`config.mk`:
```
export PLATFORM = sky130hd
export DESIGN_NAME = conv_idx_loader
export DESIGN_NICKNAME = d
export VERILOG_FILES = /design/src/rtl/conv_idx_loader.sv
export SDC_FILE = /design/constraint.sdc
export NUM_CORES = 1
export LEC_CHECK = 0
export ABC_AREA = 1
export ABC_CLOCK_PERIOD_IN_PS = 1890
export CORE_AREA = 10 10 85 87
export DETAILED_ROUTE_END_ITERATION = 6
export DIE_AREA = 0 0 95 97
export GPL_TIMING_DRIVEN = 0
export PLACE_DENSITY = 0.78
export SLEW_MARGIN = 10
export SYNTH_ARGS = -nofsm -noshare
export SYNTH_HDL_FRONTEND = slang
export SYNTH_SLANG_ARGS = --single-unit
```
`constraint.sdc`:
```
create_clock -name clk -period 1.89 [get_ports clk]
set_input_delay 0.2835 -clock clk [delete_from_list [all_inputs] [get_ports clk]]
set_output_delay 0.2835 -clock clk [all_outputs]
set_load 0.01 [all_outputs]
```
`src/rtl/conv_idx_loader.sv`:
```
// Writer side of the convolution index buffer: packs pairs of sparse kernel
// indices into buffer words, then kicks the AGU and waits for it to finish.
module conv_idx_loader #(
  parameter int ADDR_W = 8,
  parameter int IDX_W  = 8
) (
  input  logic                  clk,
  input  logic                  rst,
  input  logic                  start,
  output logic                  done,
  input  logic [ADDR_W-1:0]     conf_base_addr,
  input  logic [IDX_W-1:0]      in_idx,
  input  logic                  in_valid,
  input  logic                  in_last,
  output logic                  in_ready,
  output logic                  idx_wr_en,
  output logic [ADDR_W-1:0]     idx_wr_addr,
  output logic [IDX_W*2-1:0]    idx_wr_data,
  output logic                  agu_start,
  output logic [7:0]            agu_idx_cnt,
  input  logic                  agu_done,
  output logic                  overflow
);

  localparam int CAP = (ADDR_W >= 8) ? 256 : (1 << ADDR_W);

  typedef enum logic [1:0] {S_IDLE, S_LOAD, S_KICK, S_WAIT} state_t;

  state_t            state, state_nxt;
  logic [ADDR_W-1:0] base;
  logic [8:0]        count;   // 0..256 words
  logic              half;
  logic [IDX_W-1:0]  held;
  logic              beat;

  assign in_ready    = (state == S_LOAD);
  assign beat        = in_valid & in_ready;
  assign agu_idx_cnt = count[7:0];

  // NOTE: every output of an always_comb gets a default first so no path can infer a latch.
  always_comb begin
    state_nxt = state;
    case (state)
      S_IDLE:  if (start) state_nxt = S_LOAD;
      S_LOAD:  if (beat && in_last) state_nxt = S_KICK;
      S_KICK:  state_nxt = S_WAIT;
      S_WAIT:  if (agu_done) state_nxt = S_IDLE;
      default: state_nxt = S_IDLE;
    endcase
  end

  // NOTE: sequential state uses non-blocking assignments only, so every register samples pre-edge values.
  always_ff @(posedge clk) begin
    if (rst) begin
      state       <= S_IDLE;
      base        <= '0;
      count       <= '0;
      half        <= 1'b0;
      held        <= '0;
      overflow    <= 1'b0;
      idx_wr_en   <= 1'b0;
      idx_wr_addr <= '0;
      idx_wr_data <= '0;
      agu_start   <= 1'b0;
      done        <= 1'b0;
    end else begin
      state     <= state_nxt;
      idx_wr_en <= 1'b0;
      agu_start <= 1'b0;
      done      <= 1'b0;
      case (state)
        S_IDLE: begin
          if (start) begin
            base     <= conf_base_addr;
            count    <= '0;
            half     <= 1'b0;
            overflow <= 1'b0;
          end
        end
        S_LOAD: begin
          if (beat) begin
            if (!half && !in_last) begin
              held <= in_idx;
              half <= 1'b1;
            end else begin
              half <= 1'b0;
              // Past capacity the word is dropped but pairing keeps running.
              if (count < 9'(CAP)) begin
                idx_wr_en   <= 1'b1;
                idx_wr_addr <= base + ADDR_W'(count);
                idx_wr_data <= half ? {in_idx, held} : {{IDX_W{1'b1}}, in_idx};
                count       <= count + 9'd1;
                // A full 256-word set cannot be expressed in the 8-bit count.
                if (count == 9'd255) overflow <= 1'b1;
              end else begin
                overflow <= 1'b1;
              end
            end
          end
        end
        S_KICK:  agu_start <= 1'b1;
        S_WAIT:  if (agu_done) done <= 1'b1;
        default: ;
      endcase
    end
  end

endmodule

```
## After elaboration in Yosys (flattened, before gate mapping)

Index checks and enable logic that the tools add are counted.

| storage, ports and cells | value |
|---|---|
| register bits after elaboration | 56 |
| bits in latches | 0 |
| bits of input ports | 22 |
| bits in writable memories | 0 |
| bits in read-only memories | 0 |
| logic and storage cells | 67 |
| output and inout port bits | 37 |
| memories kept | 0 |

| operators by class | value |
|---|---|
| multipliers | 0 |
| bitwise operators | 5 |
| shift-type cells | 0 |
| equal/unequal tests | 11 |
| reduce and logical (&&, ||, !) cells | 15 |
| div/mod/pow operators | 0 |
| $lt $le $gt $ge | 1 |
| $add $sub $neg | 2 |
| mux-type cells | 22 |

Operator list:

| cell | number |
|---|---|
| $mux W9 | 4 |
| $pmux W9 S2 | 1 |
| $mux W16 | 1 |
| $mux W1 | 10 |
| $reduce_and A5 Y1 | 2 |
| $add A9 B1 Y9 const B | 1 |
| $eq A9 B8 Y1 const B | 1 |
| $lt A9 B9 Y1 const B | 1 |
| $reduce_and A3 Y1 | 3 |
| $add A8 B8 Y8 | 1 |
| $pmux W2 S4 | 1 |
| $mux W2 | 3 |
| $ne A2 B1 Y1 const B | 3 |
| $ne A2 B2 Y1 const B | 3 |
| $eq A2 B2 Y1 const B | 2 |
| $not A1 Y1 | 4 |
| $pmux W1 S2 | 2 |
| $reduce_and A4 Y1 | 1 |
| $reduce_or A4 Y1 | 1 |
| $ne A3 B2 Y1 const B | 1 |
| $eq A2 B1 Y1 const B | 1 |
| $logic_and A1 B1 Y1 | 2 |
| $logic_not A1 Y1 | 2 |
| $logic_not A2 Y1 | 1 |
| 4 further kinds | 4 |

## Logic depth before layout (Yosys ltp)

| logic depth | value |
|---|---|
| word-level depth | 6 |
| gate-level depth with buffers | 11 |
| mapped depth without buffers | 10 |

## Worst setup path before layout

Ideal clock, no wire load.

| timing path | value |
|---|---|
| path kind | reg-to-reg |
| from | reg count[1] |
| to | reg count[8] |
| data arrival time | 1.555 ns |
| setup time | 0.065 ns |
| path buffers | 0 |
| clock period less this slack | 1.620 ns |
| required time | 1.825 ns |
| setup slack | 0.270 ns |
| cell stages (with the launch flop) | 10 |
| cells stage by stage | dfxtp_1 > ha_1 > nand2_1 > nor3_1 > nand2_1 > nor2_1 > ha_1 > o21ai_0 > o21ai_1 > nor2_1 |

| on the way | value |
|---|---|
| cells in the longest elaborated chain, start to end | 5 |
| elaborated cells on any way between the ends | 8 |
| those cells by class | add/sub: 1; order compare: 1; eq/ne: 1; mux: 4; reduce/logical: 1 |

Ends and longest elaborated chain:

| element | RTL line | RTL |
|---|---|---|
| start: declaration | 31 | `logic [8:0] count;` |
| start signal: assignment | 92 | `count <= count + 9'd1;` |
| $add A9 B1 Y9 | 92 |  |
| $mux W9 | 88 | `if (count < 9'(CAP)) begin` |
| $mux W9 | 82 | `if (!half && !in_last) begin` |
| $mux W9 | 81 | `if (beat) begin` |
| $pmux W9 S2 | 71 | `case (state)` |

Several ways; a longest one is shown, not always the timed one. The select of a mux whose other input is x is not followed.
A chain may end at the register's enable or synchronous reset.

## Worst setup path after layout

| timing path | value |
|---|---|
| from | reg count[2] |
| to | out agu_idx_cnt[2] |

RTL lines:

| element | RTL line | RTL |
|---|---|---|
| end: declaration | 20 | `output logic [7:0] agu_idx_cnt,` |

No word-level cell between the ends.

==> impl_metrics.ini <==
[cts]
clkSinkCount = 56
cts_tree = built
path_clk_slew_ns = 0.10
clk_path_buf_depth = 2
h-tree-depth = 2
cts_buffers = 5
clock_latency_ns = 0.31
root_buffer = clkbuf_8
cts_hold_buf = 0
post_cts_buffers = 0

[sta]
clock.fmax_mhz = 568
final-setup-viol-count = 0
worst_pin_slew_ns = 0.584
finalCritPeriodShare_pct = 93.1
hold_viol_final = 0
period_minus_slack_ns = 1.76
slew_violations = 0
rsz0062_at_grt = no
slew_headroom_pct = 61.1
skew_ns = 0.0145
fin_setup_tns_ns = 0

[run_status]
status = finished, final reports clean

[floorplanning]
start_util_pct = 50.3
rows = 27
dieArea_um2 = 9220
core_um2 = 5470
die_h_um = 97
fp.dieW_um = 95
io_pins = 59

[place]
place.port_buffers = 58
placed_cell_area_um2 = 3420
gp_congestion = 0.856
dp_hpwl_um = 5420

[critical_path]
cp_max_fo = 7
critPathTopFamily = buffers and inverters
slowest_delay_ns = 0.52
critPathKind = register to output pin
reg2reg_from = count[1]
crit_slowest_cell = clkdlybuf4s50_1
crit_start = count[2]
crit_buf_inv = 2
start_kind = register
crit_path_end_kind = output pin
path_cells = buf_4 > clkdlybuf4s50_1
worstPathRequired_ns = 1.61
arrival_ns = 1.48

[global_routing]
grt_first_pass_wirelength_um = 12000
antenna_found_initial = 0
grt_pass1_vias = 2567
grt_usage_pct = 15.8
overflow = 0
grt_max_degree = 18

[drt]
routedWlPerCell_um = 14.0
wl_um = 7200
avgViaCountPerCell = 5.11
via_count = 2630
drtIter0Drc = 111
dr.pass1.iters = 4
drc_errors = 0
ant_nets = 0

[synthesis]
synth_top_area_cell = dfxtp_1
synth_edf_count = 0
synth.yosys.seq_area_share_pct = 40.7
synth.area.top_cells = dfxtp_1, nand2_1, nor2_1
ys_types = 31
ys_warn_count = 0
synth_fp_nets = 414
synth-seq-cells = 56
synth_area_um2 = 2750
synth_top_area_share_pct = 40.7
async_reset_ff_share_pct = 0
synth_ff_type = dfxtp_1
syn_inst = 377
synth.avg_cell_area_um2 = 7.30

[cells_and_area]
num-nets-final = 479
area_growth_pct = 29.8
drive_gt1_share_pct = 9.71
final_cell_area_um2 = 3570
antenna_cells = 0

[power]
p_per_area_nw_per_um2 = 1130
ir_drop_uv = 571
power.leakage_nw = 1.54

[worst_hold_path]
min-delay-start = overflow
min_path_type = register to register

[flow_run]
cap_violations = 0
==> layout make-up <==
cell class                      count  area [µm²]
Buffer                             21         150
Clock buffer                        6        82.6
Clock inverter                      2        38.8
Fill cell                         528        1900
Inverter                           40         150
Multi-Input combinational cell    260        1350
Sequential cell                    56        1130
Tap cell                           72        90.1
Timing Repair Buffer               58         583
==> power breakdown <==
part,internal [mW],switching (mW),total [mW]
clock network,0.434,0.409,0.843
logic,0.689,0.956,1.65
registers,1.41,0.137,1.55
total,2.53,1.50,4.04
==> metrics by stage <==
step | hold slack, ns | setup slack, ns | power (mW) | cells | util, %
detailed placement | 0.452 | -0.0309 | 3.21 | 507 | 62.6
global placement | 0.447 | 0.0655 | 3.16 | 507 | 62.6
floorplan | 0.404 | 0.270 | 2.62 | 377 | -
finish | 0.466 | 0.130 | 4.04 | 515 | 65.3
global route | 0.488 | 0.0131 | 4.32 | 515 | 65.3
CTS | 0.468 | 0.0421 | 4.05 | 515 | 64.9
==> layer usage <==
| metal | vias to the layer above | wire length, µm | global-route usage (%) |
|---|---|---|---|
| met5 | - | 0 | 0 |
| met2 | 53 | 3500 | 26.7 |
| met1 | 1237 | 3140 | 18.2 |
| met3 | 8 | 461 | 5.40 |
| met4 | 0 | 105 | 4.69 |
| li1 | 1332 | - | - |
==> tightest hold or removal path, stage by stage, from the launching register on <==
cell and delay, ns:
dfxtp_1 0.32, inv_1 0.04, a21boi_0 0.06
==> cells by family (layout without fill, tap and decap cells) <==
| group | after synthesis | count (layout) | share of synthesized area, % |
|---|---|---|---|
| fa+ha+maj | 15 | 15 | 7.09 |
| flops | 56 | 56 | 40.7 |
| compound gates | 79 | 79 | 15.5 |
| xor+xnor | 5 | 5 | 1.59 |
| buf+inv | 61 | 127 | 10.9 |
| simple gates | 161 | 161 | 24.2 |
==> final timing paths <==
| path | to | slack, ns | cells after the start |
|---|---|---|---|
| worst max-delay path | agu_idx_cnt[2] | 0.13 | 2 |
| worst min-delay path | overflow | 0.47 | 2 |
| worst max register to register | count[8] | 0.20 | 9 |
| worst min register to register | overflow | 0.47 | 2 |
==> synth_stat cells (2+ instances only) <==
cell and number:
a21oi_1 22, a31oi_1 9, o211ai_1 2, o21ai_0 20, buf_6 5, nand2_1 75
dfxtp_1 56, nor3_1 2, nand3_1 12, o21ai_1 22, nand2_2 5, inv_2 4
xor2_1 4, clkbuf_1 5, buf_2 3, inv_1 36, nand4_1 2, nand3b_1 2
buf_4 8, nor2_1 59, ha_1 14
==> layout by cell type (no fill, tap or decap), types with 2 or more instances in the layout <==
master and instances:
nand2_1 75, nor2_1 59, clkdlybuf4s50_1 57, dfxtp_1 54, inv_1 36, o21ai_1 22, a21oi_1 21, o21ai_0 20
ha_1 13, nand3_1 12, a31oi_1 9, buf_4 8, clkbuf_8 6, nand2_2 5, clkbuf_1 5, buf_6 5
inv_2 4, xor2_1 4, buf_2 3, nand4_1 2, nand3b_1 2, o211ai_1 2, dfxtp_4 2
==> state kept, by name, indices dropped and copies added (netlist names), 2 cells and up <==
register / flops
held: 8
idx_wr_addr: 8
idx_wr_data: 16
base: 8
count: 9
state: 2
==> what timing repair did <==
action                                 in CTS  in global routing
endpoints found under the hold margin       0                  0
gates resized for setup                     2                  7
pin swaps                                   0                  1
setup endpoints to repair                   1                  4
Note: power is estimated with default switching activity, not from simulation.
